$ cat src/rtl/clk_div_gen.sv
// -----------------------------------------------------------------------------
// clk_div_gen
//
// Runtime-programmable clock-enable generator. Produces NCH independent
// channels on the single clk domain. Each channel emits a one-cycle tick at the
// start of every period and a registered square-wave enable (clk_out). The
// downstream logic therefore stays on clk and never uses a derived clock.
//
// Divisors are written through a small write port. A written value is held as
// "pending" and only becomes active on the edge that starts the channel's next
// period, so a running period is never cut short or stretched. A sync pulse
// restarts every enabled channel in phase.
//
// Ports
//   clk      : system clock, all logic on the rising edge
//   rst      : synchronous active-high reset
//   ch_en    : [NCH]   per-channel run enable
//   sync     : one-cycle pulse, restart all enabled channels in phase
//   div_wr   : divisor write strobe
//   div_sel  : [SEL_W] channel addressed for write and read-back
//   div_val  : [DIV_W] divisor to write (legal 1..2^DIV_W-1)
//   div_ack  : one-cycle pulse, previous-cycle write accepted
//   div_err  : one-cycle pulse, previous-cycle write rejected
//   div_cur  : [DIV_W] active divisor of the div_sel channel (0 if out of range)
//   tick     : [NCH]   one-cycle strobe at the start of each period
//   clk_out  : [NCH]   registered square wave, high for ceil(D/2) cycles
// -----------------------------------------------------------------------------
module clk_div_gen #(
  parameter int                    NCH     = 4,
  parameter int                    DIV_W   = 20,
  parameter int                    SEL_W   = 2,
  parameter logic [NCH*DIV_W-1:0]  DEF_DIV = {20'd1000000, 20'd24, 20'd16, 20'd2}
) (
  input  logic             clk,
  input  logic             rst,
  input  logic [NCH-1:0]   ch_en,
  input  logic             sync,
  input  logic             div_wr,
  input  logic [SEL_W-1:0] div_sel,
  input  logic [DIV_W-1:0] div_val,
  output logic             div_ack,
  output logic             div_err,
  output logic [DIV_W-1:0] div_cur,
  output logic [NCH-1:0]   tick,
  output logic [NCH-1:0]   clk_out
);

  // ---------------------------------------------------------------------------
  // Write port decode (shared by all channels)
  // ---------------------------------------------------------------------------
  logic sel_in_range;
  logic wr_ok;
  logic div_ack_q, div_ack_d;
  logic div_err_q, div_err_d;

  // div_sel may be wider than needed to address NCH channels, so addresses
  // at or above NCH are rejected rather than aliased.
  assign sel_in_range = (int'(div_sel) < NCH);
  assign wr_ok        = div_wr && sel_in_range && (div_val != '0);

  always_comb begin
    div_ack_d = wr_ok;
    div_err_d = div_wr && !wr_ok;
  end

  always_ff @(posedge clk) begin
    if (rst) begin
      div_ack_q <= 1'b0;
      div_err_q <= 1'b0;
    end else begin
      div_ack_q <= div_ack_d;
      div_err_q <= div_err_d;
    end
  end

  assign div_ack = div_ack_q;
  assign div_err = div_err_q;

  // Active divisor of every channel, gathered for the read-back mux.
  logic [DIV_W-1:0] act_all [NCH];

  // ---------------------------------------------------------------------------
  // Per-channel divider
  // ---------------------------------------------------------------------------
  for (genvar gi = 0; gi < NCH; gi++) begin : g_ch
    logic [DIV_W-1:0] cnt_q,  cnt_d;
    logic [DIV_W-1:0] act_q,  act_d;
    logic [DIV_W-1:0] pend_q, pend_d;
    logic             pend_vld_q, pend_vld_d;
    logic             run_q,  run_d;
    logic             tick_q, tick_d;
    logic             clk_out_q, clk_out_d;

    logic             wr_hit;
    logic             at_end;
    logic             start;
    logic [DIV_W-1:0] cnt_inc;
    logic [DIV_W-1:0] half_act;
    logic [DIV_W-1:0] next_div;

    assign wr_hit   = wr_ok && (div_sel == SEL_W'(gi));
    // Last count of the running period; the following edge starts a new one.
    assign at_end   = (cnt_q == (act_q - DIV_W'(1)));
    // A channel that was reset or disabled starts a period on its first
    // enabled edge; sync forces a start on all enabled channels.
    assign start    = !run_q || sync || at_end;
    assign cnt_inc  = cnt_q + DIV_W'(1);
    // ceil(D/2): number of high cycles in a period.
    assign half_act = (act_q >> 1) + {{(DIV_W-1){1'b0}}, act_q[0]};
    // The divisor a new period will use: a pending write wins.
    assign next_div = pend_vld_q ? pend_q : act_q;

    always_comb begin
      cnt_d      = cnt_q;
      act_d      = act_q;
      pend_d     = pend_q;
      pend_vld_d = pend_vld_q;
      run_d      = run_q;
      tick_d     = 1'b0;
      clk_out_d  = 1'b0;

      if (!ch_en[gi]) begin
        // Idle channel: outputs low, counter parked, pending applied at once.
        cnt_d = '0;
        run_d = 1'b0;
        if (pend_vld_q) begin
          act_d      = pend_q;
          pend_vld_d = 1'b0;
        end
      end else if (start) begin
        // Counter 0 is always below ceil(D/2) for D>=1, so clk_out is high.
        act_d      = next_div;
        pend_vld_d = 1'b0;
        cnt_d      = '0;
        run_d      = 1'b1;
        tick_d     = 1'b1;
        clk_out_d  = 1'b1;
      end else begin
        // cnt_q < D-1 here, so the increment cannot overflow.
        cnt_d     = cnt_inc;
        clk_out_d = (cnt_inc < half_act);
      end

      // A write on the same edge as a period start is captured after the
      // apply above, so it waits for the following boundary.
      if (wr_hit) begin
        pend_d     = div_val;
        pend_vld_d = 1'b1;
      end
    end

    always_ff @(posedge clk) begin
      if (rst) begin
        cnt_q      <= '0;
        act_q      <= DEF_DIV[gi*DIV_W +: DIV_W];
        pend_q     <= '0;
        pend_vld_q <= 1'b0;
        run_q      <= 1'b0;
        tick_q     <= 1'b0;
        clk_out_q  <= 1'b0;
      end else begin
        cnt_q      <= cnt_d;
        act_q      <= act_d;
        pend_q     <= pend_d;
        pend_vld_q <= pend_vld_d;
        run_q      <= run_d;
        tick_q     <= tick_d;
        clk_out_q  <= clk_out_d;
      end
    end

    assign tick[gi]    = tick_q;
    assign clk_out[gi] = clk_out_q;
    assign act_all[gi] = act_q;
  end

  // ---------------------------------------------------------------------------
  // Read-back mux: active divisor only, 0 for an unused address.
  // ---------------------------------------------------------------------------
  always_comb begin
    div_cur = '0;
    for (int i = 0; i < NCH; i++) begin
      if (div_sel == SEL_W'(i)) begin
        div_cur = act_all[i];
      end
    end
  end

endmodule

$ cat config.mk
export PLATFORM = sky130hd
export DESIGN_NAME = clk_div_gen
export DESIGN_NICKNAME = d
export VERILOG_FILES = /design/src/rtl/clk_div_gen.sv
export SDC_FILE = /design/constraint.sdc
export NUM_CORES = 1
export LEC_CHECK = 0
export CORE_ASPECT_RATIO = 1.4
export CORE_MARGIN = 1.5
export CORE_UTILIZATION = 50
export DETAILED_ROUTE_END_ITERATION = 10
export GPL_ROUTABILITY_DRIVEN = 0
export PLACE_DENSITY_LB_ADDON = 0.3
export SETUP_SLACK_MARGIN = 0.3
export SYNTH_ARGS = -nofsm -noshare
export SYNTH_HDL_FRONTEND = slang
export SYNTH_SLANG_ARGS = --single-unit
$ cat constraint.sdc
create_clock -name clk -period 5.7 [get_ports clk]
set_clock_uncertainty 0.2 [all_clocks]
set_input_delay 0.855 -clock clk [delete_from_list [all_inputs] [get_ports clk]]
set_output_delay 0.855 -clock clk [all_outputs]
set_load 0.005 [all_outputs]
==> out/results.md <==
• cell type with the highest aggregate area in the netlist: dfxtp_1
• status: finished clean
• insertion delay to the later sink of the worst-skew pair: 560 ps
• largest cells by area after synthesis: dfxtp_1 31%, mux2i_1 7.8%, ha_1 7.0%
• number of global-route vias before repair: 13,100
• proportion of synthesized chip area in sequential cells: 31.3%
• synthesized area: 16,500 sq um
• path type of the worst min-delay path: flip-flop to flip-flop
• leakage dissipation: 6.73 nW
• chip height: 218 microns
• Critical Path Source Type: flip-flop
• total wirelength of the detailed-routed design: 43,200 microns
• total via count in the routed design: 13,400
• Synth warnings: 0
• largest net degree at the start of global routing: 110
• global-route wire length before repair: 69,600 microns
• DRC marker count from the first detailed-route iteration: 810
• H-tree levels: 1
• drt drc: 0
• cts bufs inserted: 26
• Hold Buf Count CTS: 0
• shortest clock period the worst path allows after layout: 4220 ps
• number of antenna violations at the first check in global routing: 0
• ys flop type: dfxtp_1
• number of placed I/O pins: 60
• Required @ worst endpoint: 5970 ps
• Mapped Nets: 2,064
• post_cts resized: 0
• Max transition margin: 5.68%
• Area growth syn-to-layout: 9.38%
• share of synthesized flip-flops with an asynchronous set or reset: 0%
• actual slew at the worst max-slew pin: 1400 ps
• number of fillers in the final layout: 2,948
• setup violation total in the final timing report: 0
• worst setup path category: flip-flop to flip-flop
• Max IR drop VDD: 0.178 mV
• Bufs on Longest Clock Path: 3
• router iterations before antenna repair: 5
• Avg Cell Area, Syn: 8.50 sq um
• Cell variety after synth: 63
• number of sinks on the clock net: 258
• endpoint of the lowest-slack register-to-register path: g_ch[0].act_q[11]
• largest driver fanout on the critical path: 20
• Initial Utilization: 50.8%
• setup slack, reg-to-reg: 1480 ps
• aggregate global-route resource usage: 25.7%
• fmax: 237 MHz
• number of nets still failing antenna checks after routing: 0
• hold violation count in the final report: 0
• utilization of the core after routing: 55.5%
• crit path capture type: flip-flop
• ranking of synthesized cells by instance count: 258 x dfxtp_1, 156 x nand2_1, 152 x nand2b_1, 152 x nor2_1, 128 x mux2i_1
• hold worst-path end: g_ch[1].pend_q[18]
• fraction of post-synthesis cell area in the top cell type by area: 31.3%
• Chip Width: 157 microns
• max-slew violations: 0
• Critical Path AT: 4490 ps
• root buffer cell: clkbuf_16
• number of maximum-capacitance constraint violations: 0
• unrepaired setup endpoints after global routing: no
• Yosys reg bits: 258
• number of antenna diodes: 0
• areal power density over the cells: 221 nW/um^2
• Final HPWL DP: 32,900 microns
• Core Area: 32,500 sq um
• Crit Reg-Reg Startpoint: g_ch[0].act_q[2]
• Post-Syn Instances: 1,942
• Final nets: 2,016
• share of layout cells above drive strength 1: 5.12%
• number of enable-type register cells in the synthesized netlist: 0
• Min-Delay Startpoint: g_ch[1].pend_q[18]
• CTS tree: done
• wire per inst: 18.3 microns
• # Post-CTS Setup Buffers: 0
• Vias per Instance: 5.68
• cell row count: 78
• Hold Slack: 256 ps
• dominant cell by count in the synthesized netlist: dfxtp_1
• Worst Hold Path Cells: 2
• I/O Buffers: 59
• post-CTS clock slew at the launch and capture registers of the worst setup and hold paths: 70 ps
• sum of negative setup slack: 0 ps
• share of the cycle needed by the critical path after routing: 74.0%
• Remaining Overflow, GRT: 0
• worst-case reg-to-reg path depth: 9
• total die area: 34,100 sq um
critical path: stages, from the launching register on:
cell	delay [ps]
dfxtp_1	430
nor4_1	1160
nand4_1	380
nor3b_1	360
xnor2_1	130
nor4_1	260
nand4_1	290
a31oi_2	270
buf_4	380
mux2i_1	260
sequential cells by signal, indices dropped and copies added (netlist names), 4 cells and up:
register and count:
g_ch.clk_out_q 4, g_ch.run_q 4, g_ch.cnt_q 80, g_ch.act_q 80
g_ch.pend_q 80, g_ch.tick_q 4, g_ch.pend_vld_q 4
area by class of cell:
cell class	instances	area (sq um)	area share [%]
Clock buffer	31	721	3.99
Sequential cell	258	5160	28.6
Clock inverter	17	215	1.19
Timing Repair Buffer	68	654	3.63
Tap cell	440	551	3.05
Multi-Input combinational cell	1499	10600	58.7
Inverter	41	154	0.853
worst max path at each step:
| stage | startpoint | to | slack (ps) | depth (start not counted) |
|---|---|---|---|---|
| 3_5_place_dp | div_val[7] | g_ch[3].pend_q[18] | 1460 | 9 |
| 4_1_cts | g_ch[0].act_q[2] | g_ch[0].pend_vld_q | 1590 | 8 |
| 5_1_grt | g_ch[0].act_q[0] | g_ch[0].pend_vld_q | 1240 | 10 |
| 2_1_floorplan | g_ch[0].act_q[7] | g_ch[0].clk_out_q | 2400 | 15 |
| 6_report | g_ch[0].act_q[2] | g_ch[0].act_q[11] | 1480 | 9 |
| 3_3_place_gp | div_val[7] | g_ch[3].pend_q[18] | 1480 | 9 |
where the power goes:
part,switching (mW),internal [mW],total [mW]
registers,0.0278,1.83,1.86
logic,0.140,0.120,0.260
clock network,0.771,1.09,1.86
total,0.939,3.04,3.98
kinds of logic after synthesis:
kind of cell               after synthesis  synth area share (%)
DFF                                    258                  31.3
xor gates and xnor gates               233                  12.4
AOI/OAI and AO/OA                      205                  8.17
and+or+nand+nor                        821                  26.0
muxes                                  148                  10.5
adders and majority gates               92                  6.97
buffers and inverters                  185                  4.67
cell usage in the layout (no fill, tap or decap), types with 9 or more instances in the layout:
master / synthesis / routed
nand4_1: 34 / 34
mux4_2: 20 / 20
clkbuf_16: 0 / 27
nand2_1: 156 / 156
inv_1: 41 / 41
nor3_1: 36 / 35
nor2b_1: 79 / 79
o21a_1: 13 / 13
mux2i_1: 128 / 128
and2_1: 10 / 10
clkdlybuf4s50_1: 0 / 57
nand3_1: 82 / 82
xnor2_1: 127 / 127
a31oi_1: 15 / 12
o21ai_0: 33 / 33
ha_1: 92 / 92
nor2_1: 152 / 152
dfxtp_1: 258 / 258
nand2b_1: 152 / 152
and3_1: 33 / 33
xor2_1: 106 / 106
or3_1: 16 / 16
buf_4: 12 / 9
a21oi_1: 64 / 64
nor4_1: 29 / 29
a21o_1: 20 / 20
stage by stage:
step / cell area [sq um] / std cells / power, mW / setup slack [ps]
after global routing: 18100 / 2354 / 4.11 / 1240
after floorplan: 16500 / 1942 / 2.07 / 2400
after global placement: 17100 / 2306 / 2.16 / 1480
after CTS: 18100 / 2354 / 4.01 / 1590
final: 18100 / 2354 / 3.98 / 1480
after detailed placement: 17100 / 2306 / 2.16 / 1460
routing by layer:
layer,global-route usage [%],vias to the layer above,part of all wire (%)
met4,12.3,0,4.7
li1,-,6561,-
met2,48.3,316,52
met1,28.5,6383,40
met3,2.90,120,3.6
met5,0,-,0
Power figures use the tool's default switching activity.
